===== src/rtl/busdebugger_command_rx.sv =====
// UART command receiver for the bus debugger: oversampled 8N1 receiver
// feeding a small opcode parser (D/R/C/T) that drives dump/record pulses,
// the trigger address and the activity led.
//
// state    | meaning
// RX_IDLE  | line idle, waiting for a low on the synchronized input
// RX_START | half a bit into a possible start bit, confirming it is still low
// RX_DATA  | sampling 8 data bits LSB-first, one per bit period
// RX_STOP  | waiting one bit period to sample the stop bit
// P_CMD    | next byte is an opcode
// P_ADDR   | collecting the 4 big-endian address bytes of a 'T' command
module busdebugger_command_rx #(
  parameter int CMD_TIMEOUT = 4096
) (
  input  logic        serial_clock,
  input  logic        reset,
  input  logic [11:0] clocks_per_bit,
  input  logic        pin_usart_rx,
  output logic        dump_start,
  output logic        record_start,
  output logic [31:0] trigger_addr,
  output logic        trigger_enable,
  output logic        frame_error,
  output logic        cmd_error,
  output logic        led
);

  localparam int IW = $clog2(CMD_TIMEOUT + 1);

  typedef enum logic [1:0] {RX_IDLE, RX_START, RX_DATA, RX_STOP} rx_state_t;
  typedef enum logic {P_CMD, P_ADDR} p_state_t;

  logic        rx_meta, rx_sync;
  rx_state_t   rx_state, rx_state_nxt;
  logic [11:0] bit_cnt, bit_cnt_nxt;
  logic [2:0]  bit_idx, bit_idx_nxt;
  logic [7:0]  rx_shift, rx_shift_nxt;
  logic        byte_valid, byte_valid_nxt, frame_err_nxt;
  logic        bit_tick;

  p_state_t    p_state, p_state_nxt;
  logic [1:0]  byte_cnt, byte_cnt_nxt;
  logic [31:0] addr_shift, addr_shift_nxt, trigger_addr_nxt;
  logic [IW-1:0] idle_cnt, idle_cnt_nxt;
  logic        trig_en_nxt, led_nxt, dump_nxt, rec_nxt, cmd_err_nxt;

  // The counter expires at 1 so a load of N spans exactly N cycles; a value
  // of 0 (possible if clocks_per_bit changes mid-frame) also counts as
  // expired so the receiver can never stall.
  assign bit_tick = (bit_cnt <= 12'd1);

  // Two-flop synchronizer for the raw line, idling high.
  always_ff @(posedge serial_clock or negedge reset) begin
    if (!reset) begin
      rx_meta <= 1'b1;
      rx_sync <= 1'b1;
    end else begin
      rx_meta <= pin_usart_rx;
      rx_sync <= rx_meta;
    end
  end

  // Receiver next-state: start confirmation, data sampling, stop check.
  always_comb begin
    rx_state_nxt   = rx_state;
    bit_cnt_nxt    = bit_tick ? 12'd0 : bit_cnt - 12'd1;
    bit_idx_nxt    = bit_idx;
    rx_shift_nxt   = rx_shift;
    byte_valid_nxt = 1'b0;
    frame_err_nxt  = 1'b0;
    case (rx_state)
      RX_IDLE: begin
        if (!rx_sync) begin
          rx_state_nxt = RX_START;
          bit_cnt_nxt  = {1'b0, clocks_per_bit[11:1]};
        end
      end
      RX_START: begin
        if (bit_tick) begin
          if (!rx_sync) begin
            rx_state_nxt = RX_DATA;
            bit_cnt_nxt  = clocks_per_bit;
            bit_idx_nxt  = 3'd0;
          end else begin
            rx_state_nxt = RX_IDLE;
          end
        end
      end
      RX_DATA: begin
        if (bit_tick) begin
          rx_shift_nxt = {rx_sync, rx_shift[7:1]};
          bit_cnt_nxt  = clocks_per_bit;
          bit_idx_nxt  = bit_idx + 3'd1;
          if (bit_idx == 3'd7) rx_state_nxt = RX_STOP;
        end
      end
      RX_STOP: begin
        if (bit_tick) begin
          rx_state_nxt   = RX_IDLE;
          byte_valid_nxt = rx_sync;
          frame_err_nxt  = !rx_sync;
        end
      end
      default: rx_state_nxt = RX_IDLE;
    endcase
  end

  // Receiver state register.
  always_ff @(posedge serial_clock or negedge reset) begin
    if (!reset) begin
      rx_state    <= RX_IDLE;
      bit_cnt     <= 12'd0;
      bit_idx     <= 3'd0;
      rx_shift    <= 8'h00;
      byte_valid  <= 1'b0;
      frame_error <= 1'b0;
    end else begin
      rx_state    <= rx_state_nxt;
      bit_cnt     <= bit_cnt_nxt;
      bit_idx     <= bit_idx_nxt;
      rx_shift    <= rx_shift_nxt;
      byte_valid  <= byte_valid_nxt;
      frame_error <= frame_err_nxt;
    end
  end

  // Parser next-state: opcode decode, address collection and idle timeout.
  // rx_shift holds the byte stable in the cycle byte_valid is high.
  always_comb begin
    p_state_nxt      = p_state;
    byte_cnt_nxt     = byte_cnt;
    addr_shift_nxt   = addr_shift;
    trigger_addr_nxt = trigger_addr;
    idle_cnt_nxt     = idle_cnt;
    trig_en_nxt      = trigger_enable;
    led_nxt          = led;
    dump_nxt         = 1'b0;
    rec_nxt          = 1'b0;
    cmd_err_nxt      = 1'b0;
    case (p_state)
      P_CMD: begin
        idle_cnt_nxt = '0;
        if (byte_valid) begin
          case (rx_shift)
            8'h44: begin dump_nxt = 1'b1; led_nxt = ~led; end
            8'h52: begin rec_nxt = 1'b1; led_nxt = ~led; end
            8'h43: begin trig_en_nxt = 1'b0; led_nxt = ~led; end
            8'h54: begin
              byte_cnt_nxt   = 2'd0;
              addr_shift_nxt = 32'h0;
              p_state_nxt    = P_ADDR;
            end
            default: cmd_err_nxt = 1'b1;
          endcase
        end
      end
      P_ADDR: begin
        if (frame_error) begin
          p_state_nxt  = P_CMD;
          idle_cnt_nxt = '0;
        end else if (byte_valid) begin
          idle_cnt_nxt   = '0;
          addr_shift_nxt = {addr_shift[23:0], rx_shift};
          byte_cnt_nxt   = byte_cnt + 2'd1;
          if (byte_cnt == 2'd3) begin
            trigger_addr_nxt = {addr_shift[23:0], rx_shift};
            trig_en_nxt      = 1'b1;
            led_nxt          = ~led;
            p_state_nxt      = P_CMD;
          end
        end else if (idle_cnt == IW'(CMD_TIMEOUT - 1)) begin
          cmd_err_nxt  = 1'b1;
          idle_cnt_nxt = '0;
          p_state_nxt  = P_CMD;
        end else begin
          idle_cnt_nxt = idle_cnt + IW'(1);
        end
      end
      default: p_state_nxt = P_CMD;
    endcase
  end

  // Parser state and output registers. A timeout immediately followed by an
  // unknown opcode merges into a single cmd_error pulse.
  always_ff @(posedge serial_clock or negedge reset) begin
    if (!reset) begin
      p_state        <= P_CMD;
      byte_cnt       <= 2'd0;
      addr_shift     <= 32'h0;
      idle_cnt       <= '0;
      trigger_addr   <= 32'h0;
      trigger_enable <= 1'b0;
      led            <= 1'b0;
      dump_start     <= 1'b0;
      record_start   <= 1'b0;
      cmd_error      <= 1'b0;
    end else begin
      p_state        <= p_state_nxt;
      byte_cnt       <= byte_cnt_nxt;
      addr_shift     <= addr_shift_nxt;
      idle_cnt       <= idle_cnt_nxt;
      trigger_addr   <= trigger_addr_nxt;
      trigger_enable <= trig_en_nxt;
      led            <= led_nxt;
      dump_start     <= dump_nxt;
      record_start   <= rec_nxt;
      cmd_error      <= cmd_err_nxt & ~cmd_error;
    end
  end

endmodule


===== config.mk =====
export PLATFORM = sky130hd
export DESIGN_NAME = busdebugger_command_rx
export DESIGN_NICKNAME = d
export VERILOG_FILES = /design/src/rtl/busdebugger_command_rx.sv
export SDC_FILE = /design/constraint.sdc
export NUM_CORES = 1
export LEC_CHECK = 0
export ABC_AREA = 1
export CAP_MARGIN = 10
export CORE_UTILIZATION = 35
export DETAILED_ROUTE_END_ITERATION = 7
export PLACE_DENSITY = 0.55
export SETUP_SLACK_MARGIN = 0.1
export SLEW_MARGIN = 30
export SYNTH_ARGS = -nofsm -noshare
export SYNTH_HDL_FRONTEND = slang
export SYNTH_SLANG_ARGS = --single-unit

===== constraint.sdc =====
create_clock -name serial_clock -period 2.9 [get_ports serial_clock]
set_input_delay 0.58 -clock serial_clock [delete_from_list [all_inputs] [get_ports serial_clock]]
set_output_delay 0.58 -clock serial_clock [all_outputs]
set_load 0.005 [all_outputs]

==> key figures <==
Run status
  • Status: completed

CTS
  • Root Buffer: clkbuf_16
  • Total CTS buffers: 9
  • Clock Path Buffers: 2
  • Hold_buf cts: 0
  • Clk pin slew, worst setup/hold paths: ~0.070 ns
  • CTS resizes: 0
  • Setup bufs post-CTS: 0
  • Clk sinks: approximately 110
  • Clock latency on the worst-skew pair: around 0.35 ns
  • CTS tree: done
  • H-tree levels: 3

Power
  • Cell Pwr Density: ~610 mW/mm²
  • Worst vdd ir: 409.5 µV
  • Leak: between 2 and 3 nW

Global routing
  • Initial antenna violation count: 0
  • Largest net degree at the start of global routing: between 60 and 70
  • Vias in the first global route: about 3.6k
  • Grt ovf: 0
  • Met3 GRT Util: 0.03422
  • Gr busiest metal: met2
  • Global-route usage over all layers: 0.1634
  • First-pass GRT wire length: 18.33 mm
  • Met1 usage: 0.2356
  • GR Layer Usage met2: 0.2396

Drt
  • DR pass1 iterations: 5
  • Wire per inst: about 14 µm
  • Vias: between 3k and 4k
  • Antenna-violating nets left: 0
  • Drt total wl: roughly 11 mm
  • Vias per cell: ~4.9
  • Initial DRC count: 336
  • DRC: 0

Critical path
  • Crit path cell chain: inv_1 > ha_1 > o21ai_0 > nor2_1 > nand2_1 > inv_1 > o21ai_0 > nor2_1 > a21oi_1
  • Critical Path RT: between 3 and 4 ns
  • Reg2Reg Depth: 9
  • Cell family with most CP delay: simple AND/OR/NAND/NOR gates
  • Arrival time at the worst endpoint: approximately 2.3 ns
  • Critical path class: reg2reg
  • CP endpoint kind: register
  • R2r endpoint: bit_idx[0]$_DFFE_PN0P_
  • CP max FO: 14
  • CP max-delay cell: dfrtp_1
  • R2r setup slk: about 0.86 ns
  • RR Startpoint: bit_cnt[0]$_DFF_PN0_
  • CP Launch Type: register
  • Crit path largest cell delay: roughly 0.40 ns
  • CP bufs+invs: 2

Yosys
  • Warnings, synthesis: 0
  • Mapped Cells: between 500 and 600
  • Synth Area per Inst: approximately 9 µm²
  • Syn nets: 570
  • Sequential area share after synthesis: 0.5456
  • Yosys cell types: 32
  • Synthesis-stage register bit count: 106
  • Synth Cell Area: a little under 0.005 mm²

Job
  • Max Cap Viol: 0

Timing
  • Tmin final: 2.039 ns
  • Max-slew violations: 0
  • Hold Fails Final Rpt: 0
  • Max Freq: a little under 500 MHz
  • RSZ-0062 raised after global routing: no
  • Setup TNS: 0 ns
  • Setup violators final: 0
  • Max_slew headroom: 0.6279
  • Setup Skew: between 0.009 and 0.01 ns
  • Fin Hold WS: between 0.2 and 0.25 ns
  • Worst Tran Pin Value: roughly 0.56 ns
  • Final Cycle Share: 0.7032

Floorplanning
  • Die H: about 120 µm
  • Die ar.: between 0.01 and 0.015 mm²
  • Core Rows: 42
  • Boundary Pins: 53
  • Die width: roughly 120 µm
  • Core area: about 0.013 mm²
  • Starting Density: 0.3631

Placement
  • GPL Wtd Cong: 0.8649
  • Port bufs: 52
  • Dpl hpwl: roughly 7.5 mm

Worst hold path
  • Hold WC Path Type: in2async

Final layout
  • Fill cells: around 1.4k
  • Synth-to-layout area growth: 19.72%
  • N_diodes: 0
  • Final #Nets: around 620
  • Ratio of cells with drive above 1 in the final layout: 0.09967
[area by class of cell]
class / instances / area (µm²) / area share
Sequential cell: 106 / 2655 / 0.4558
Multi-Input combinational cell: 354 / 1821 / 0.3125
Timing Repair Buffer: 57 / 580.6 / 0.09966
Inverter: 69 / 259.0 / 0.04446
Clock buffer: 12 / 256.5 / 0.04403
Tap cell: 176 / 220.2 / 0.03780
Clock inverter: 4 / 33.78 / 0.005799
[worst max-delay path by stage]
stage                                from                 endpoint  slack [ns]  depth (start not counted)
floorplan            bit_cnt[0]$_DFF_PN0_  rx_shift[4]$_DFFE_PN0P_        1.33                         10
global placement    idle_cnt[0]$_DFF_PN0_        p_state$_DFF_PN0_        0.91                          8
detailed placement  idle_cnt[0]$_DFF_PN0_        p_state$_DFF_PN0_        0.87                          8
CTS                 idle_cnt[0]$_DFF_PN0_        p_state$_DFF_PN0_        0.85                          8
global route         bit_cnt[0]$_DFF_PN0_  rx_shift[4]$_DFFE_PN0P_        0.58                          8
finish               bit_cnt[0]$_DFF_PN0_   bit_idx[0]$_DFFE_PN0P_        0.86                          9
[where the power goes]
part / leakage, nW / switching, mW / total [mW] / internal (mW)
clock network: 0.139 / 0.540 / 1.18 / 0.636
logic: 1.02 / 0.461 / 0.717 / 0.257
registers: 1.45 / 0.0951 / 1.67 / 1.57
total: 2.61 / 1.10 / 3.56 / 2.46
[placed cells by master, fill, tap and decap left out, types with 3 or more instances in the layout]
master	netlist	final
a21oi_1	5	5
buf_4	3	4
clkbuf_16	0	9
clkdlybuf4s50_1	0	51
dfrtp_1	104	104
ha_1	6	6
inv_1	62	62
inv_2	7	7
nand2_1	124	122
nand2_2	1	3
nand3_1	54	54
nand4_1	10	10
nor2_1	45	45
nor3_1	4	4
nor3b_1	3	3
o21ai_0	16	16
o21ai_1	16	16
o21ai_2	22	22
o22ai_1	24	24
xnor2_1	5	5
xor2_1	7	7
[synthesized netlist by cell type (all sizes together)]
library cell | n | share of area
a21oi | 7 | 0.0087
inv | 69 | 0.053
clkbuf | 7 | 0.0054
o211ai | 2 | 0.0031
a31oi | 1 | 0.0013
nor3b | 3 | 0.0046
nand3 | 54 | 0.056
nand4 | 10 | 0.013
dfrtp | 104 | 0.53
xor2 | 7 | 0.013
ha | 6 | 0.015
o21ai | 54 | 0.073
or2 | 1 | 0.0013
nor3 | 5 | 0.0062
o21a | 1 | 0.0015
nor2 | 46 | 0.036
o22ai | 24 | 0.031
xnor2 | 5 | 0.0090
nand3b | 1 | 0.0015
buf | 13 | 0.023
o21bai | 2 | 0.0031
dfstp | 2 | 0.011
nand2 | 125 | 0.097
[logic make-up (layout without fill, tap and decap cells)]
logic type,count (synthesis),count (layout),synth area share
XOR/XNOR,12,12,0.02160
AND/OR/NAND/NOR,245,245,0.2150
buffers and inverters,89,142,0.08125
AO/OA/AOI/OAI,91,91,0.1211
adder cells (fa/ha/maj),6,6,0.01543
flip-flops,106,106,0.5456
[per-layer routing]
metal	part of all wire	vias up
met3	0.032	13
li1	-	1890
met5	0	-
met4	0.016	0
met1	0.50	1822
met2	0.46	77
[registers in the layout (all words and copies together) (netlist names), named ones only]
name            flops
byte_cnt            2
cmd_error           1
addr_shift         24
rx_state            1
rx_meta             1
byte_valid          1
trigger_enable      1
frame_error         1
bit_cnt            12
trigger_addr       32
idle_cnt           13
p_state             1
bit_idx             3
dump_start          1
record_start        1
led                 1
rx_sync             1
rx_shift            8
[through the flow]
step                cell area (µm²)    util  power, mW  setup WS [ns]  instances
floorplan                      4866       -      2.192          1.330        549
global placement               5533  0.4129      2.391         0.9060        762
detailed placement             5533  0.4129      2.402         0.8691        762
CTS                            5823  0.4345      3.606         0.8549        778
global route                   5826  0.4347      3.790         0.5781        778
finish                         5826  0.4347      3.561         0.8607        778
[worst reg2reg max path, delay by kind of cell (launching register included)]
kind            cells  cell delay, ns
simple gates        3            0.51
flops               1            0.40
buf+inv             2            0.40
compound gates      3            0.36
fa+ha+maj           1            0.27
Note: power is estimated with default switching activity, not from simulation.
